**config.mk**
```make
export PLATFORM = sky130hd
export DESIGN_NAME = interboard_tx_arbiter
export DESIGN_NICKNAME = d
export VERILOG_FILES = /design/src/rtl/interboard_tx_arbiter.sv
export SDC_FILE = /design/constraint.sdc
export NUM_CORES = 1
export LEC_CHECK = 0
export ABC_AREA = 1
export BUFFER_PORTS_ARGS = -buffer_cell sky130_fd_sc_hd__buf_2
export CAP_MARGIN = 10
export CELL_PAD_IN_SITES_DETAIL_PLACEMENT = 1
export CELL_PAD_IN_SITES_GLOBAL_PLACEMENT = 1
export CORE_MARGIN = 3
export CORE_UTILIZATION = 37
export DETAILED_ROUTE_END_ITERATION = 10
export GPL_TIMING_DRIVEN = 0
export MAX_ROUTING_LAYER = met4
export PLACE_DENSITY = 0.91
export SLEW_MARGIN = 10
export SYNTH_ARGS = -nofsm -noshare
export SYNTH_HDL_FRONTEND = slang
export SYNTH_SLANG_ARGS = --single-unit
```
**constraint.sdc**
```tcl
create_clock -name clk -period 4 [get_ports clk]
set_input_delay 0.2 -clock clk [delete_from_list [all_inputs] [get_ports clk]]
set_output_delay 0.2 -clock clk [all_outputs]
set_load 0.03 [all_outputs]
```
**src/rtl/interboard_tx_arbiter.sv**
```systemverilog
// Round-robin arbiter sharing the interboard transmit channel among N_REQ message sources.
// Define TX_TIMEOUT_EN to add a per-phase handshake watchdog with a sticky tx_error flag.
module interboard_tx_arbiter #(
  parameter int N_REQ          = 3,
  parameter int MSG_W          = 3,
  parameter int NUM_W          = 5,
  parameter int TIMEOUT_CYCLES = 50000
) (
  input  logic                   clk,
  input  logic                   rst,
  input  logic                   interboard_rst,
  input  logic [N_REQ-1:0]       req,
  input  logic [N_REQ*MSG_W-1:0] req_msg_type,
  input  logic [N_REQ*NUM_W-1:0] req_number,
  output logic [N_REQ-1:0]       done,
  input  logic                   inter_ready,
  output logic                   transmit,
  output logic                   ctrl_en,
  output logic [MSG_W-1:0]       ctrl_msg_type,
  output logic [NUM_W-1:0]       ctrl_number,
  output logic                   busy,
  output logic [2:0]             grant_id,
  output logic                   tx_error,
  output logic [1:0]             fsm_state
);

  // Handshakes: req[i] is held until its one-cycle done[i]. transmit+ctrl_en pulse for one cycle;
  // the unit accepts by dropping inter_ready and signals completion by raising it again.
  typedef enum logic [1:0] {
    S_IDLE      = 2'd0,
    S_SEND      = 2'd1,
    S_WAIT_BUSY = 2'd2,
    S_WAIT_DONE = 2'd3
  } state_t;

  state_t state, next_state;

  logic [N_REQ-1:0] req_eff;
  logic [N_REQ-1:0] done_onehot;
  logic             pick_found;
  logic [2:0]       pick_idx;
  logic [MSG_W-1:0] pick_msg;
  logic [NUM_W-1:0] pick_num;
  logic             grant_ok;
  logic             wd_fire;
  logic             transmit_d;
  logic             busy_d;
  logic [N_REQ-1:0] done_d;

  // The requester being released this cycle still shows req; masking it avoids a stale re-grant.
  assign req_eff     = req & ~done;
  assign done_onehot = {{(N_REQ-1){1'b0}}, 1'b1} << grant_id;

  always_comb begin
    pick_found = 1'b0;
    pick_idx   = grant_id;
    pick_msg   = '0;
    pick_num   = '0;
    for (int k = 1; k <= N_REQ; k++) begin
      for (int j = 0; j < N_REQ; j++) begin
        if (!pick_found && req_eff[j] && (((int'(grant_id) + k) % N_REQ) == j)) begin
          pick_found = 1'b1;
          pick_idx   = 3'(j);
          pick_msg   = req_msg_type[j*MSG_W +: MSG_W];
          pick_num   = req_number[j*NUM_W +: NUM_W];
        end
      end
    end
  end

  assign grant_ok = (state == S_IDLE) && inter_ready && pick_found;

  always_ff @(posedge clk or posedge rst) begin
    if (rst) begin
      state <= S_IDLE;
    end else if (interboard_rst) begin
      state <= S_IDLE;
    end else begin
      state <= next_state;
    end
  end

  always_comb begin
    next_state = state;
    case (state)
      S_IDLE: begin
        if (grant_ok) next_state = S_SEND;
      end
      S_SEND: begin
        next_state = S_WAIT_BUSY;
      end
      S_WAIT_BUSY: begin
        if (!inter_ready) next_state = S_WAIT_DONE;
        else if (wd_fire) next_state = S_IDLE;
      end
      S_WAIT_DONE: begin
        if (inter_ready || wd_fire) next_state = S_IDLE;
      end
      default: begin
        next_state = S_IDLE;
      end
    endcase
  end

  always_comb begin
    transmit_d = (next_state == S_SEND);
    busy_d     = (next_state != S_IDLE);
    done_d     = '0;
    if (((state == S_WAIT_BUSY) || (state == S_WAIT_DONE)) && (next_state == S_IDLE)) begin
      done_d = done_onehot;
    end
  end

  always_ff @(posedge clk or posedge rst) begin
    if (rst) begin
      transmit      <= 1'b0;
      ctrl_en       <= 1'b0;
      busy          <= 1'b0;
      done          <= '0;
      ctrl_msg_type <= '0;
      ctrl_number   <= '0;
      grant_id      <= 3'(N_REQ-1);
    end else if (interboard_rst) begin
      transmit      <= 1'b0;
      ctrl_en       <= 1'b0;
      busy          <= 1'b0;
      done          <= '0;
      ctrl_msg_type <= '0;
      ctrl_number   <= '0;
      grant_id      <= 3'(N_REQ-1);
    end else begin
      transmit <= transmit_d;
      ctrl_en  <= transmit_d;
      busy     <= busy_d;
      done     <= done_d;
      if (grant_ok) begin
        grant_id      <= pick_idx;
        ctrl_msg_type <= pick_msg;
        ctrl_number   <= pick_num;
      end
    end
  end

  assign fsm_state = state;

`ifdef TX_TIMEOUT_EN
  logic [31:0] wd_cnt;
  logic        in_wait;
  logic        timeout_exit;
  logic        err_q;

  assign in_wait      = (state == S_WAIT_BUSY) || (state == S_WAIT_DONE);
  assign wd_fire      = in_wait && (wd_cnt == 32'(TIMEOUT_CYCLES - 1));
  // A timeout only counts when the link did not make its own progress in the same cycle.
  assign timeout_exit = wd_fire && (((state == S_WAIT_BUSY) && inter_ready) ||
                                    ((state == S_WAIT_DONE) && !inter_ready));

  always_ff @(posedge clk or posedge rst) begin
    if (rst) begin
      wd_cnt <= '0;
      err_q  <= 1'b0;
    end else if (interboard_rst) begin
      wd_cnt <= '0;
      err_q  <= 1'b0;
    end else begin
      if (next_state != state) wd_cnt <= '0;
      else if (in_wait) wd_cnt <= wd_cnt + 32'd1;
      if (timeout_exit) err_q <= 1'b1;
    end
  end

  assign tx_error = err_q;
`else
  assign wd_fire  = 1'b0;
  // The limit only matters with the watchdog; this folds to a constant 0.
  assign tx_error = (TIMEOUT_CYCLES < 0);
`endif

endmodule

```
== Word-level counts from Yosys, hierarchy flattened ==
Cells that the tools add are included.

* Bits in registers: 18
* Input bits: 31
* Output and inout bits: 20
* Logic and storage cells: 115

* Add/subtract/negate cells: 3
* Div/mod/pow operators: 3
* Eq/ne operators: 10
* Shifts and indexed selects: 1
* Mux-type cells: 51
* Bitwise gates (word level): 2
* Reductions and logical operators: 38

{| class="wikitable"
|+ Operators by type and width
! operator !! number
|-
| $eq 32x2->1 const B || 3
|-
| $eq 32x3->1 const B || 3
|-
| $logic_not 32->1 || 3
|-
| $mod 32x3->32 const B || 3
|-
| $mux 3 || 24
|-
| $mux 5 || 11
|-
| $logic_and 1x1->1 || 20
|-
| $mux 1 || 11
|-
| $reduce_bool 10->1 || 1
|-
| $add 3x2->4 const B || 2
|-
| $logic_not 1->1 || 8
|-
| $mux 2 || 4
|-
| $pmux 2 s4 || 1
|-
| $add 3x1->4 const B || 1
|-
| $eq 2x1->1 const B || 2
|-
| $eq 2x2->1 const B || 2
|-
| $logic_not 2->1 || 2
|-
| $reduce_bool 2->1 || 2
|-
| $and 3x3->3 || 1
|-
| $not 3->3 || 1
|-
| $shl 1x3->3 const A || 1
|-
| $reduce_and 2->1 || 1
|-
| $logic_or 1x1->1 || 1
|}

== Longest topological paths before layout ==
* Word-level depth: 44
* Gate-level depth with buffers: 16
* Depth with buffers taken out: 16

== Least setup slack after synthesis ==
No wires, ideal clock.

* Path type: reg2reg
* Start: register grant_id[1]
* End: register ctrl_msg_type[0]
* Library setup time: 117 ps
* Arrival time: 2186 ps
* Path slack: 1697 ps
* Stages on the path, launching flop included: 15
* Buffers on the path: 1
* Period minus slack after synthesis: 2303 ps
* Path through: dfstp_2 inv_1 ha_1 inv_2 nand3_2 nand2_4 a21oi_4 nand4_2 nor2_4 nand3_4 buf_6 a21oi_1 nor2_1 nand2_1 nand2_1

* Longest elaborated chain between the ends: 39
* Elaborated cells on any way between the ends: 62

{| class="wikitable"
|+ RTL lines
! element !! RTL line !! source
|-
| start: declaration || 22 || <nowiki>output logic [2:0] grant_id,</nowiki>
|-
| start signal: assignment || 122 || <nowiki>grant_id <= 3'(N_REQ-1);</nowiki>
|-
| start signal: assignment || 130 || <nowiki>grant_id <= 3'(N_REQ-1);</nowiki>
|-
| start signal: assignment || 137 || <nowiki>grant_id <= pick_idx;</nowiki>
|-
| $add 3x1->4 || 61 || <nowiki>if (!pick_found && req_eff[j] && (((int'(grant_id) + k) % N_REQ) == j)) begin</nowiki>
|-
| $mod 32x3->32 || 61 ||
|-
| $logic_not 32->1 || 61 ||
|-
| $logic_and 1x1->1 || 61 ||
|-
| $mux 1 || 61 ||
|-
| $logic_not 1->1 || 61 ||
|-
| $logic_and 1x1->1 (2 in a row) || 61 ||
|-
| $mux 1 || 61 ||
|-
| [20 not listed] || -- ||
|-
| $logic_not 1->1 || 61 ||
|-
| $logic_and 1x1->1 (2 in a row) || 61 ||
|-
| $mux 1 || 61 ||
|-
| $logic_not 1->1 || 61 ||
|-
| $logic_and 1x1->1 (2 in a row) || 61 ||
|-
| $mux 3 / $mux 1 (equally long branches) || 61 ||
|-
| $mux 3 / $logic_and 1x1->1 (equally long branches) || 136, 71 ||
|-
| $mux 3 / $reduce_bool 2->1 (equally long branches) || -- ||
|-
| end signal: assignment || 138 || <nowiki>ctrl_msg_type <= pick_msg;</nowiki>
|-
| end: declaration || 19 || <nowiki>output logic [MSG_W-1:0] ctrl_msg_type,</nowiki>
|}

Parallel ways exist; a longest one is shown, timed or not. The select of a mux whose other input is x is not followed.
A chain may end at the register's enable or synchronous reset.

== Worst setup path in the final report ==
* Start: register grant_id[1]
* End: register ctrl_msg_type[1]

Same word-level chain as after synthesis.

==> summary.md <==
| Metric | Value |
|---|---|
| Run status | completed |
| Pre-antenna DRT Iters | 4 |
| CTS tree | built |
| Max-Slew Margin vs Limit | 47.8% |
| Req. time, crit path | 4150 ps |
| Die area | 5140 µm² |
| Die Y | 71.7 µm |
| Synth top area share | 25.1% |
| Vias in the first global route | 1900 |
| Cts hold-fix bufs | 0 |
| Congestion Overflow GR | 0 |
| Hold Path Class | primary input to asynchronous set/reset pin |
| Max VDD drop | 0.000206 V |
| Initial antenna violation count | 0 |
| Initial Util | 39.1% |
| Post-Synthesis Cells | 261 |
| Synthesized area | 1600 µm² |
| Main flop type after synthesis | dfrtp_1 |
| CORE AREA | 4090 µm² |
| Utilization after layout | 47.7% |
| Fraction of layout cells with a size suffix above 1 | 25.2% |
| Overall power | 852 µW |
| Post-DR wirelength/cell | 13.7 µm |
| Synthesis Warnings | 0 |
| DR vias/cell | 5.04 |
| Post-DP HPWL | 4.02 mm |
| Fin crit period | 2590 ps |
| Residual DRC | 0 |
| P&R area growth vs syn | 22.0% |
| Max frequency | 0.387 GHz |
| Clk root buf | clkbuf_8 |
| PortBufs | 48 |
| Clock-pin slew of the registers on the worst-case setup and hold paths | 70 ps |
| Final Cycle Share | 64.7% |
| Sequential fraction of the synthesis area | 26.7% |
| Met2 wire length | 2.45 mm |
| Setup ws final | 1410 ps |
| Critical path type | register to register |
| FP Rows | 23 |
| Num CTS Buffers | 3 |
| Unique masters post-synth | 30 |
| Final Hold Vio Count | 0 |
| R2R setup slack | 1410 ps |
| First-pass GRT wire length | 8.38 mm |
| Final Skew | 6.20 ps |
| Final Net Count | 349 |
| DRT iter0 DRCs | 67 |
| I/O pin count | 51 |
| DRT met1 WL | 2.27 mm |
| Clock Sinks | 17 |
| Biggest area consumer among synthesized cells | dfrtp_1 |
| Setup TNS | 0 ps |
| Fillers | 606 |
| ANT nets after route | 0 |
| Via count | 1834 |
| Worst-margin pin slew | 776 ps |
| Crit path DAT | 2740 ps |
| Clock Path Buffers | 2 |
| Crit path max fanout | 10 |
| Largest net degree at the start of global routing | 18 |
| CTS resizes | 0 |
| Routed met3 length | 217 µm |
| Max_cap viols | 0 |
| Pre-CTS setup slack | 1470 ps |
| Final GP Congestion | 0.902 |
| Top cells by area, synth | dfrtp_1 25%, nand2_1 23%, inv_1 8.7%, nor2_1 7.8%, a21oi_1 3.8% |
| RSZ-0062 raised after global routing | no |
| Post-synth EDFFs | 0 |
| Setup bufs post-CTS | 0 |
| Die Wd | 71.7 µm |
| Crit end category | register |
| Async S/R FF share, synth | 100% |
| # setup viols final | 0 |
| Synthesized area per cell | 6.12 µm² |
| PD cells | 437 nW/µm² |
| N_diodes | 0 |
| Highest metal used | met4 |
| Worst-Skew Late Latency | 260 ps |
| Synthesized flop and latch total | 17 |
| Max-slew violation count | 0 |
| Hold Slack | 42.7 ps |
| Leak | 0.00120 µW |
| Critical Path Source Type | register |
| GRT Total Usage | 20.8% |
| H-tree lvl count | 1 |
| Detailed Route WL | 5.00 mm |
[per-layer routing]
| layer | vias to the layer above | track usage [%] |
|---|---|---|
| met5 | - | - |
| met4 | 0 | 4.59 |
| met3 | 6 | 2.95 |
| met2 | 41 | 38.1 |
| met1 | 876 | 24.0 |
| li1 | 911 | - |
[synthesized netlist by cell type, types with 4 or more instances]
master,n
a21oi_1,12
dfrtp_1,16
inv_1,37
inv_2,4
nand2_1,99
nand3_1,12
nand3b_1,5
nand4_1,5
nor2_1,33
nor2_2,5
o21ai_0,5
[state kept, by name (all words and copies together), names as in the netlist]
signal,cells
busy,1
ctrl_en,1
ctrl_msg_type,3
ctrl_number,5
done,3
fsm_state,2
grant_id,2
[final timing paths]
check | end | start | cells after the start
max | ctrl_msg_type[1] | grant_id[1] | 15
min | busy | rst | 2
max reg2reg | ctrl_msg_type[1] | grant_id[1] | 15
min reg2reg | ctrl_number[1] | ctrl_number[1] | 2
max in group asynchronous | ctrl_number[4] | rst | 2
min in group clk | fsm_state[0] | interboard_rst | 2
[cell families (layout without fill, tap and decap cells)]
logic type	count (synthesis)	count (layout)	synth area share, %
AND/OR/NAND/NOR	173	173	50.9
AO/OA/AOI/OAI	21	21	7.76
buffers and inverters	46	98	12.0
flip-flops	17	17	26.7
other	1	2	0.235
adder cells (fa/ha/maj)	3	3	2.35
[cell usage in the layout (no fill, tap or decap), drive strengths merged, types with 3 or more instances in the layout]
cell,count
dfrtp,16
a21oi,13
nand3b,6
clkbuf,4
ha,3
nand2,103
o21ai,5
nor2,40
nand4,7
inv,41
nand3,16
buf,52
[where the power goes]
part	switching, µW	internal, µW	total, µW
Sequential	17.7	201	219
Combinational	340	157	497
Clock	64.9	70.9	136
[cell type report]
type                            instances  area, µm²  share of cell area [%]
Buffer                                  4       33.8                    1.73
Clock buffer                            4       45.0                    2.31
Multi-Input combinational cell        199        982                    50.4
Sequential cell                        17        427                    21.9
Tap cell                               50       62.6                    3.21
Timing Repair Buffer                   48        240                    12.3
Inverter                               42        158                    8.09
[critical path: stages, from the launching register on]
cell     delay (ps)
dfstp_2         550
inv_1            70
ha_1            340
inv_2            50
nand3_2         120
nand2_4          90
a21oi_4         160
nand4_2         150
nor2_2          420
nand2_1         100
nand2_1         100
nand2_1          60
nand2_1          80
nand2_1          50
nand2_1          70
nand2_1          50
[through the flow]
step	cell area [µm²]	instances
after floorplan	1600	262
after global placement	1900	360
after detailed placement	1900	360
after CTS	1950	364
after global routing	1950	364
final	1950	364
Power figures use the tool's default switching activity.
